$ cat config.mk
export PLATFORM = sky130hd
export DESIGN_NAME = rtclock_disc
export DESIGN_NICKNAME = d
export VERILOG_FILES = /design/src/rtl/rtclock_pkg.sv /design/src/rtl/rtclock_pps_sync.sv /design/src/rtl/rtclock_disc.sv
export SDC_FILE = /design/constraint.sdc
export NUM_CORES = 1
export LEC_CHECK = 0
export CORE_MARGIN = 2
export CORE_UTILIZATION = 56
export CTS_BUF_LIST = sky130_fd_sc_hd__clkbuf_8
export DETAILED_ROUTE_END_ITERATION = 10
export PLACE_DENSITY = 0.83
export SLEW_MARGIN = 20
export SYNTH_ARGS = -nofsm -noshare
export SYNTH_HDL_FRONTEND = slang
export SYNTH_SLANG_ARGS = --single-unit
$ cat constraint.sdc
create_clock -name clk -period 10.2 [get_ports clk]
set_clock_uncertainty 0.1 [all_clocks]
set_input_delay 2.04 -clock clk [delete_from_list [all_inputs] [get_ports clk]]
set_output_delay 2.04 -clock clk [all_outputs]
set_load 0.005 [all_outputs]
$ cat src/rtl/rtclock_pkg.sv
// rtclock_pkg: shared constants and width helpers for the disciplined real-time clock.
package rtclock_pkg;

  localparam int unsigned NSEC_MODULO = 32'd1_000_000_000;
  localparam int unsigned NSEC_HALF   = 32'd500_000_000;

  // Increment is unsigned ns.frac with 16 integer-ns bits.
  function automatic int unsigned incr_width(input int unsigned frac_bits);
    return 16 + frac_bits;
  endfunction

  // PPS select width; a single input still gets a 1-bit select.
  function automatic int unsigned sel_width(input int unsigned n);
    return (n <= 1) ? 1 : int'($clog2(n));
  endfunction

endpackage

$ cat src/rtl/rtclock_pps_sync.sv
// rtclock_pps_sync: PPS synchronisers, input select, select-change blanking, rising-edge
// detect and the loss-of-PPS counter.
module rtclock_pps_sync
  import rtclock_pkg::*;
#(
  parameter int unsigned N_PPS       = 2,
  parameter int unsigned LOST_CYCLES = 100
) (
  input  logic                        clk,
  input  logic                        reset,
  input  logic [N_PPS-1:0]            pps,
  input  logic [sel_width(N_PPS)-1:0] pps_sel,
  output logic                        pps_edge,
  output logic                        pps_lost
);

  localparam int unsigned SEL_W = sel_width(N_PPS);

  logic [N_PPS-1:0] meta_q, sync_q;
  logic [SEL_W-1:0] sel_q, sel_idx;
  logic             sel_pps, prev_q, lost_q;
  logic [31:0]      cnt_q, cnt_d;

  // Out-of-range selects fall back to input 0.
  always_comb begin
    sel_idx = '0;
    if (32'(pps_sel) < N_PPS) sel_idx = pps_sel;
  end

  assign sel_pps = sync_q[sel_idx];

  // Blank for the cycle in which the select moves, so switching onto a high input is no edge.
  assign pps_edge = sel_pps & ~prev_q & (pps_sel == sel_q);

  // Cycles since the last edge, saturating at the loss threshold.
  always_comb begin
    cnt_d = cnt_q;
    if (pps_edge) begin
      cnt_d = '0;
    end else if (cnt_q < LOST_CYCLES) begin
      cnt_d = cnt_q + 32'd1;
    end
  end

  // Synchroniser chain, edge history and loss flag; loss is asserted out of reset.
  always_ff @(posedge clk) begin
    if (reset) begin
      meta_q <= '0;
      sync_q <= '0;
      sel_q  <= '0;
      prev_q <= 1'b0;
      cnt_q  <= '0;
      lost_q <= 1'b1;
    end else begin
      meta_q <= pps;
      sync_q <= meta_q;
      sel_q  <= pps_sel;
      prev_q <= sel_pps;
      cnt_q  <= cnt_d;
      lost_q <= pps_edge ? 1'b0 : (lost_q | (cnt_d >= LOST_CYCLES));
    end
  end

  assign pps_lost = lost_q;

endmodule

$ cat src/rtl/rtclock_disc.sv
// rtclock_disc: disciplined {sec, nsec, frac} time-of-day with trimmable rate, absolute set,
// signed phase step and PPS alignment to the nearest second.
// Optional PPS edge timestamp capture is enabled by defining RTCLOCK_PPS_CAPTURE_EN.
module rtclock_disc
  import rtclock_pkg::*;
#(
  parameter int unsigned CLK_PERIOD_NS = 8,
  parameter int unsigned FRAC_BITS     = 16,
  parameter int unsigned N_PPS         = 2,
  parameter int unsigned SEC_WIDTH     = 48,
  parameter int unsigned LOST_CYCLES   = 1_500_000_000 / CLK_PERIOD_NS
) (
  input  logic                             clk,
  input  logic                             reset,
  input  logic [N_PPS-1:0]                 pps,
  input  logic [sel_width(N_PPS)-1:0]      pps_sel,
  input  logic                             sync_en,
  input  logic                             incr_valid,
  input  logic [incr_width(FRAC_BITS)-1:0] incr,
  input  logic                             set_valid,
  input  logic [SEC_WIDTH-1:0]             set_sec,
  input  logic [29:0]                      set_nsec,
  input  logic                             step_valid,
  input  logic signed [31:0]               step_ns,
  output logic [SEC_WIDTH-1:0]             sec,
  output logic [29:0]                      nsec,
  output logic                             pps_err_valid,
  output logic signed [31:0]               pps_err,
  output logic                             pps_lost,
  output logic                             pps_ts_valid,
  output logic [SEC_WIDTH-1:0]             pps_ts_sec,
  output logic [29:0]                      pps_ts_nsec
);

  localparam int unsigned        INCR_W      = incr_width(FRAC_BITS);
  localparam int unsigned        ACC_W       = 30 + FRAC_BITS;
  localparam logic [29:0]        NSEC_MOD30  = 30'(NSEC_MODULO);
  localparam logic [ACC_W:0]     ACC_MOD     = {1'b0, NSEC_MOD30, {FRAC_BITS{1'b0}}};
  localparam logic signed [32:0] NSEC_MOD33  = 33'(NSEC_MODULO);
  localparam logic [31:0]        NSEC_HALF32 = 32'(NSEC_HALF);
  localparam logic [SEC_WIDTH-1:0] SEC_ONE   = SEC_WIDTH'(1);

  logic [INCR_W-1:0]    incr_q;
  logic [ACC_W-1:0]     acc_q, acc_d;
  logic [SEC_WIDTH-1:0] sec_q, sec_d;
  logic [31:0]          err_q, err_d;
  logic                 err_valid_q, err_valid_d;

  logic [ACC_W:0]       sum;
  logic [ACC_W-1:0]     sum_wrapped, inc_acc;
  logic                 wrap, round_up, pps_edge;
  logic [SEC_WIDTH-1:0] inc_sec, step_sec;
  logic [29:0]          nsec_cur, inc_nsec, step_nsec;
  logic signed [32:0]   stepped;
  logic [31:0]          align_err;

  rtclock_pps_sync #(
    .N_PPS       (N_PPS),
    .LOST_CYCLES (LOST_CYCLES)
  ) u_pps_sync (
    .clk      (clk),
    .reset    (reset),
    .pps      (pps),
    .pps_sel  (pps_sel),
    .pps_edge (pps_edge),
    .pps_lost (pps_lost)
  );

  assign nsec_cur = acc_q[ACC_W-1:FRAC_BITS];

  // Nominal advance with one possible second wrap, then the phase step layered on top.
  always_comb begin
    sum         = {1'b0, acc_q} + {{(ACC_W + 1 - INCR_W){1'b0}}, incr_q};
    wrap        = (sum >= ACC_MOD);
    sum_wrapped = sum[ACC_W-1:0] - ACC_MOD[ACC_W-1:0];
    inc_acc     = wrap ? sum_wrapped : sum[ACC_W-1:0];
    inc_sec     = sec_q + SEC_WIDTH'(wrap);
    inc_nsec    = inc_acc[ACC_W-1:FRAC_BITS];
    stepped     = $signed({3'b000, inc_nsec}) + $signed({step_ns[31], step_ns});
    step_nsec   = stepped[29:0];
    step_sec    = inc_sec;
    if (stepped[32]) begin
      step_nsec = stepped[29:0] + NSEC_MOD30;
      step_sec  = inc_sec - SEC_ONE;
    end else if (stepped >= NSEC_MOD33) begin
      step_nsec = stepped[29:0] - NSEC_MOD30;
      step_sec  = inc_sec + SEC_ONE;
    end
  end

  // Round to the nearest second; the error is the signed local offset at the edge.
  always_comb begin
    round_up  = ({2'b00, nsec_cur} >= NSEC_HALF32);
    align_err = round_up ? ({2'b00, nsec_cur} - NSEC_MODULO) : {2'b00, nsec_cur};
  end

  // Command priority: set > alignment > step > increment; losers are dropped.
  always_comb begin
    acc_d       = inc_acc;
    sec_d       = inc_sec;
    err_d       = err_q;
    err_valid_d = 1'b0;
    if (set_valid) begin
      acc_d = {set_nsec, {FRAC_BITS{1'b0}}};
      sec_d = set_sec;
    end else if (pps_edge && sync_en) begin
      acc_d       = '0;
      sec_d       = round_up ? (sec_q + SEC_ONE) : sec_q;
      err_d       = align_err;
      err_valid_d = 1'b1;
    end else begin
      if (pps_edge) err_d = align_err;
      if (step_valid) begin
        acc_d = {step_nsec, inc_acc[FRAC_BITS-1:0]};
        sec_d = step_sec;
      end
    end
  end

  // Time-of-day, rate and PPS error state.
  always_ff @(posedge clk) begin
    if (reset) begin
      incr_q      <= INCR_W'(CLK_PERIOD_NS) << FRAC_BITS;
      acc_q       <= '0;
      sec_q       <= '0;
      err_q       <= '0;
      err_valid_q <= 1'b0;
    end else begin
      if (incr_valid) incr_q <= incr;
      acc_q       <= acc_d;
      sec_q       <= sec_d;
      err_q       <= err_d;
      err_valid_q <= err_valid_d;
    end
  end

  assign sec           = sec_q;
  assign nsec          = nsec_cur;
  assign pps_err       = err_q;
  assign pps_err_valid = err_valid_q;

`ifdef RTCLOCK_PPS_CAPTURE_EN
  logic                 ts_valid_q;
  logic [SEC_WIDTH-1:0] ts_sec_q;
  logic [29:0]          ts_nsec_q;

  // Capture the pre-alignment time on every detected edge, whatever sync_en says.
  always_ff @(posedge clk) begin
    if (reset) begin
      ts_valid_q <= 1'b0;
      ts_sec_q   <= '0;
      ts_nsec_q  <= '0;
    end else begin
      ts_valid_q <= pps_edge;
      if (pps_edge) begin
        ts_sec_q  <= sec_q;
        ts_nsec_q <= nsec_cur;
      end
    end
  end

  assign pps_ts_valid = ts_valid_q;
  assign pps_ts_sec   = ts_sec_q;
  assign pps_ts_nsec  = ts_nsec_q;
`else
  assign pps_ts_valid = 1'b0;
  assign pps_ts_sec   = '0;
  assign pps_ts_nsec  = '0;
`endif

endmodule

==> PnR_summary.wiki <==
{| class="wikitable"
! Metric !! Value
|-
| Run status || complete, no violations
|-
| Gr ovfl total || 0
|-
| Peak clock frequency supported by timing || 0.103 GHz
|-
| Placed wire-length estimate || 56,500 um
|-
| Post-Synth Simple-Gate Area || 29.0%
|-
| Adder and majority cell fraction of the synthesized area || 4.80%
|-
| Gr usage total || 38.7%
|-
| YS warnings || 0
|-
| Clock latency on the worst-skew pair || 0.54 ns
|-
| Routing usage on met3 || 7.80%
|-
| Final routed wire length divided by cell count || 22.0 um
|-
| Initial antenna violation count || 1
|-
| Effective utilization at floorplan || 57.1%
|-
| Startpoint of the most critical register-to-register path || incr_q[0]$_SDFFE_PP0P_
|-
| Register bit total from synthesis || 197
|-
| Number of global-route vias before repair || 19.9k
|-
| Most numerous cell in the Yosys netlist || sky130_fd_sc_hd__nor2_1
|-
| Setup repair after global routing missed its margin || false
|-
| Cell with the biggest individual delay on the critical path || sky130_fd_sc_hd__o311ai_1
|-
| Synthesized area divided by synthesized cell count || 7.16 sq um
|-
| Setup slack, reg-to-reg || 0.47 ns
|-
| Root buf cell || sky130_fd_sc_hd__clkbuf_8
|-
| Number of distinct library cells after synthesis || 101
|-
| Global placement routability congestion || 1.04
|-
| Kind of capture point of the worst setup path || register
|-
| Hold depth || 1
|-
| Number of buffers added for setup after CTS || 0
|-
| Maximum number of pins on one net before global-route repair || 87
|-
| Final Max Tran Viols || 0
|-
| Final hold viol count || 0
|-
| Number of enable-type register cells in the synthesized netlist || 0
|-
| Type of the most critical hold path || reg2reg
|-
| Cell area after layout || 22,500 sq um
|-
| CTS tree || yes
|-
| Count of final setup violators || 0
|-
| Endpoint of the worst-slack reg-to-reg timing path || acc_q[30]$_SDFF_PP0_
|-
| # rows || 68
|-
| Combinational family with the most area after synthesis || simple AND/OR/NAND/NOR gates
|-
| I/O Pins || 342
|-
| Slew at the pin closest to its max-slew limit || 1.18 ns
|-
| Critical setup path kind || reg2reg
|-
| Worst ir drop on vdd || 0.000103 V
|-
| Post-route clock period utilization || 95.4%
|-
| Sink count of the clock tree || 197
|-
| Worst rel slew slack || 20.7%
|-
| Worst setup timing slack at the placement stage || 0.682 ns
|-
| Drt drc || 0
|-
| Detailed-router iteration count before antenna repair || 8
|-
| Layer with the highest usage || met2
|-
| Vias/cell || 6.58
|-
| Startpoint kind of the worst setup timing path || register
|-
| Critical path required time || 10.51 ns
|-
| TritonCTS buffer count || 17
|-
| Mux share of post-synthesis cell area || 3.10%
|-
| Die Y-Extent || 192 um
|-
| Placeable core area || 34,700 sq um
|-
| Worst Hold Launch || u_pps_sync.meta_q[0]$_SDFF_PP0_
|-
| Terminating pin of the worst hold path || u_pps_sync.sync_q[0]$_SDFF_PP0_
|-
| PnR Total Power || 2910 uW
|-
| Clock edge transition at the registers on the reported setup and hold paths || 0.12 ns
|-
| Die outline width || 192 um
|-
| Number of cells produced by synthesis || 2,766
|-
| Floorplan die area || 36,900 sq um
|-
| Post-synthesis xor/xnor area fraction || 10.6%
|-
| Leakage || 0.00841 uW
|-
| Min Clock Period, post-route || 9.73 ns
|-
| Slowest Stage Delay on Critical Path || 0.60 ns
|-
| Nets || 3,110
|-
| Layout cell share with drive strength beyond 1 || 4.97%
|-
| H-tree depth || 4
|-
| Sequential area share after synthesis || 19.9%
|-
| Final Routed Wirelength || 73,800 um
|-
| Ys flop type || sky130_fd_sc_hd__dfxtp_1
|-
| Critical Path Fanout Max || 18
|-
| Cell area reported after detailed placement || 22,100 sq um
|-
| Total via count after detailed routing || 22.1k
|-
| Async set-or-reset flop fraction in the synthesized netlist || 0%
|-
| Arrival time of the worst setup path || 10.04 ns
|-
| Post-Synthesis Cell Area || 19,800 sq um
|-
| Length in cells of the worst reg-to-reg path || 33
|-
| Setup Total Neg Slack || 0 ns
|-
| DR iter-0 viols || 2,582
|-
| Max-cap viol count || 0
|-
| Area overhead of the layout relative to synthesis || 13.8%
|-
| Compound-gate portion of the synthesized area || 24.1%
|-
| ANT nets after route || 0
|-
| Power per standard cell area || 129 nW/um^2
|-
| Cell taking the most area after synthesis || sky130_fd_sc_hd__dfxtp_1
|-
| Most area-consuming cells after synthesis || sky130_fd_sc_hd__dfxtp_1 (20%), sky130_fd_sc_hd__xnor2_1 (6.4%), sky130_fd_sc_hd__nor2_1 (6.0%)
|-
| Fraction of synthesized cell area taken by the top area cell type || 19.9%
|-
| Maximum clock path buffer count || 2
|-
| Global routing usage on met2 || 58.5%
|-
| Most instantiated cells after synthesis || sky130_fd_sc_hd__nor2_1 (315), sky130_fd_sc_hd__nand2_1 (285), sky130_fd_sc_hd__dfxtp_1 (197), sky130_fd_sc_hd__a21oi_1 (174), sky130_fd_sc_hd__xnor2_1 (145)
|-
| IO buf count || 262
|-
| Final worst-path setup slack || 0.469 ns
|-
| GRT met1 Usage || 53.3%
|-
| First-pass GRT wire length || 111,000 um
|}
## where the power goes
part           internal (uW)  leakage [uW]  switching, uW  total [uW]
Clock                    224      0.000206            327         551
Combinational            572       0.00659            859        1430
Sequential               817       0.00162            108         925
Total                   1610       0.00841           1290        2910
## cell families after synthesis
group	Yosys count
buffers and inverters	326
XOR/XNOR	239
other	1
multiplexers	61
AND/OR/NAND/NOR	1161
AO/OA/AOI/OAI	706
flip-flops	197
adder cells (fa/ha/maj)	75
## state kept, by name, summed over array words and instances, names as in the netlist
name,flops
sec,48
acc_q,46
incr_q,32
u_pps_sync.cnt_q,32
pps_err,31
u_pps_sync.meta_q,2
u_pps_sync.sync_q,2
pps_err_valid,1
u_pps_sync.pps_lost,1
u_pps_sync.prev_q,1
u_pps_sync.sel_q,1
## area by class of cell
type                            instances  area (sq um)
Multi-Input combinational cell       2321         14500
Fill cell                            3102         12200
Sequential cell                       197          3940
Timing Repair Buffer                  307          2940
Tap cell                              455           569
Clock buffer                           17           234
Clock inverter                         15           174
Inverter                               41           154
Antenna cell                            1          2.50
## metrics by stage
step	util, %	instances	hold WS [ns]
finish	64.9	3354	0.346
global route	64.9	3353	0.361
CTS	64.9	3353	0.355
detailed placement	63.7	3321	0.328
global placement	63.7	3321	0.322
floorplan	-	2844	0.314
## cells in the final DEF, fill, tap and decap left out, types with 52 or more instances in the layout
| master | Yosys | final |
|---|---|---|
| sky130_fd_sc_hd__nand4_1 | 52 | 52 |
| sky130_fd_sc_hd__nand3_1 | 120 | 120 |
| sky130_fd_sc_hd__o21ai_0 | 134 | 134 |
| sky130_fd_sc_hd__nor3_1 | 80 | 80 |
| sky130_fd_sc_hd__mux2i_1 | 59 | 59 |
| sky130_fd_sc_hd__clkdlybuf4s50_1 | 0 | 258 |
| sky130_fd_sc_hd__a21oi_1 | 174 | 174 |
| sky130_fd_sc_hd__dfxtp_1 | 197 | 197 |
| sky130_fd_sc_hd__xor2_1 | 94 | 94 |
| sky130_fd_sc_hd__ha_1 | 72 | 72 |
| sky130_fd_sc_hd__xnor2_1 | 145 | 145 |
| sky130_fd_sc_hd__conb_1 | 1 | 79 |
| sky130_fd_sc_hd__nor2_1 | 315 | 312 |
| sky130_fd_sc_hd__nand2_1 | 285 | 285 |
## worst max path at each step
stage	start	endpoint	slack, ns
floorplan	incr_q[0]$_SDFFE_PP0P_	sec[16]$_SDFFE_PP0P_	2.21
finish	incr_q[0]$_SDFFE_PP0P_	acc_q[30]$_SDFF_PP0_	0.47
global placement	incr_q[0]$_SDFFE_PP0P_	sec[34]$_SDFFE_PP0P_	0.94
CTS	incr_q[0]$_SDFFE_PP0P_	sec[17]$_SDFFE_PP0P_	0.62
detailed placement	incr_q[0]$_SDFFE_PP0P_	sec[17]$_SDFFE_PP0P_	0.68
global route	incr_q[0]$_SDFFE_PP0P_	sec[6]$_SDFFE_PP0P_	0.05
## repair_timing
item | in CTS | in global routing
resized for setup | 0 | 1
hold buffers | 0 | 0
endpoints found under the setup margin | 0 | 4
## per-layer routing
metal,wire (um),vias up
met5,0,-
met4,3080,0
met3,8770,202
met2,31100,1404
met1,30900,10300
li1,-,10200
## critical path, delay by kind of cell, from the launching register on
kind                     cells  cell delay, ns
AND/OR/NAND/NOR              5            1.16
XOR/XNOR                     3            0.79
buffers and inverters        2            0.39
flip-flops                   1            0.33
adder cells (fa/ha/maj)      4            1.38
AO/OA/AOI/OAI               19            5.40
No activity file was read; power rests on OpenSTA's default activity.
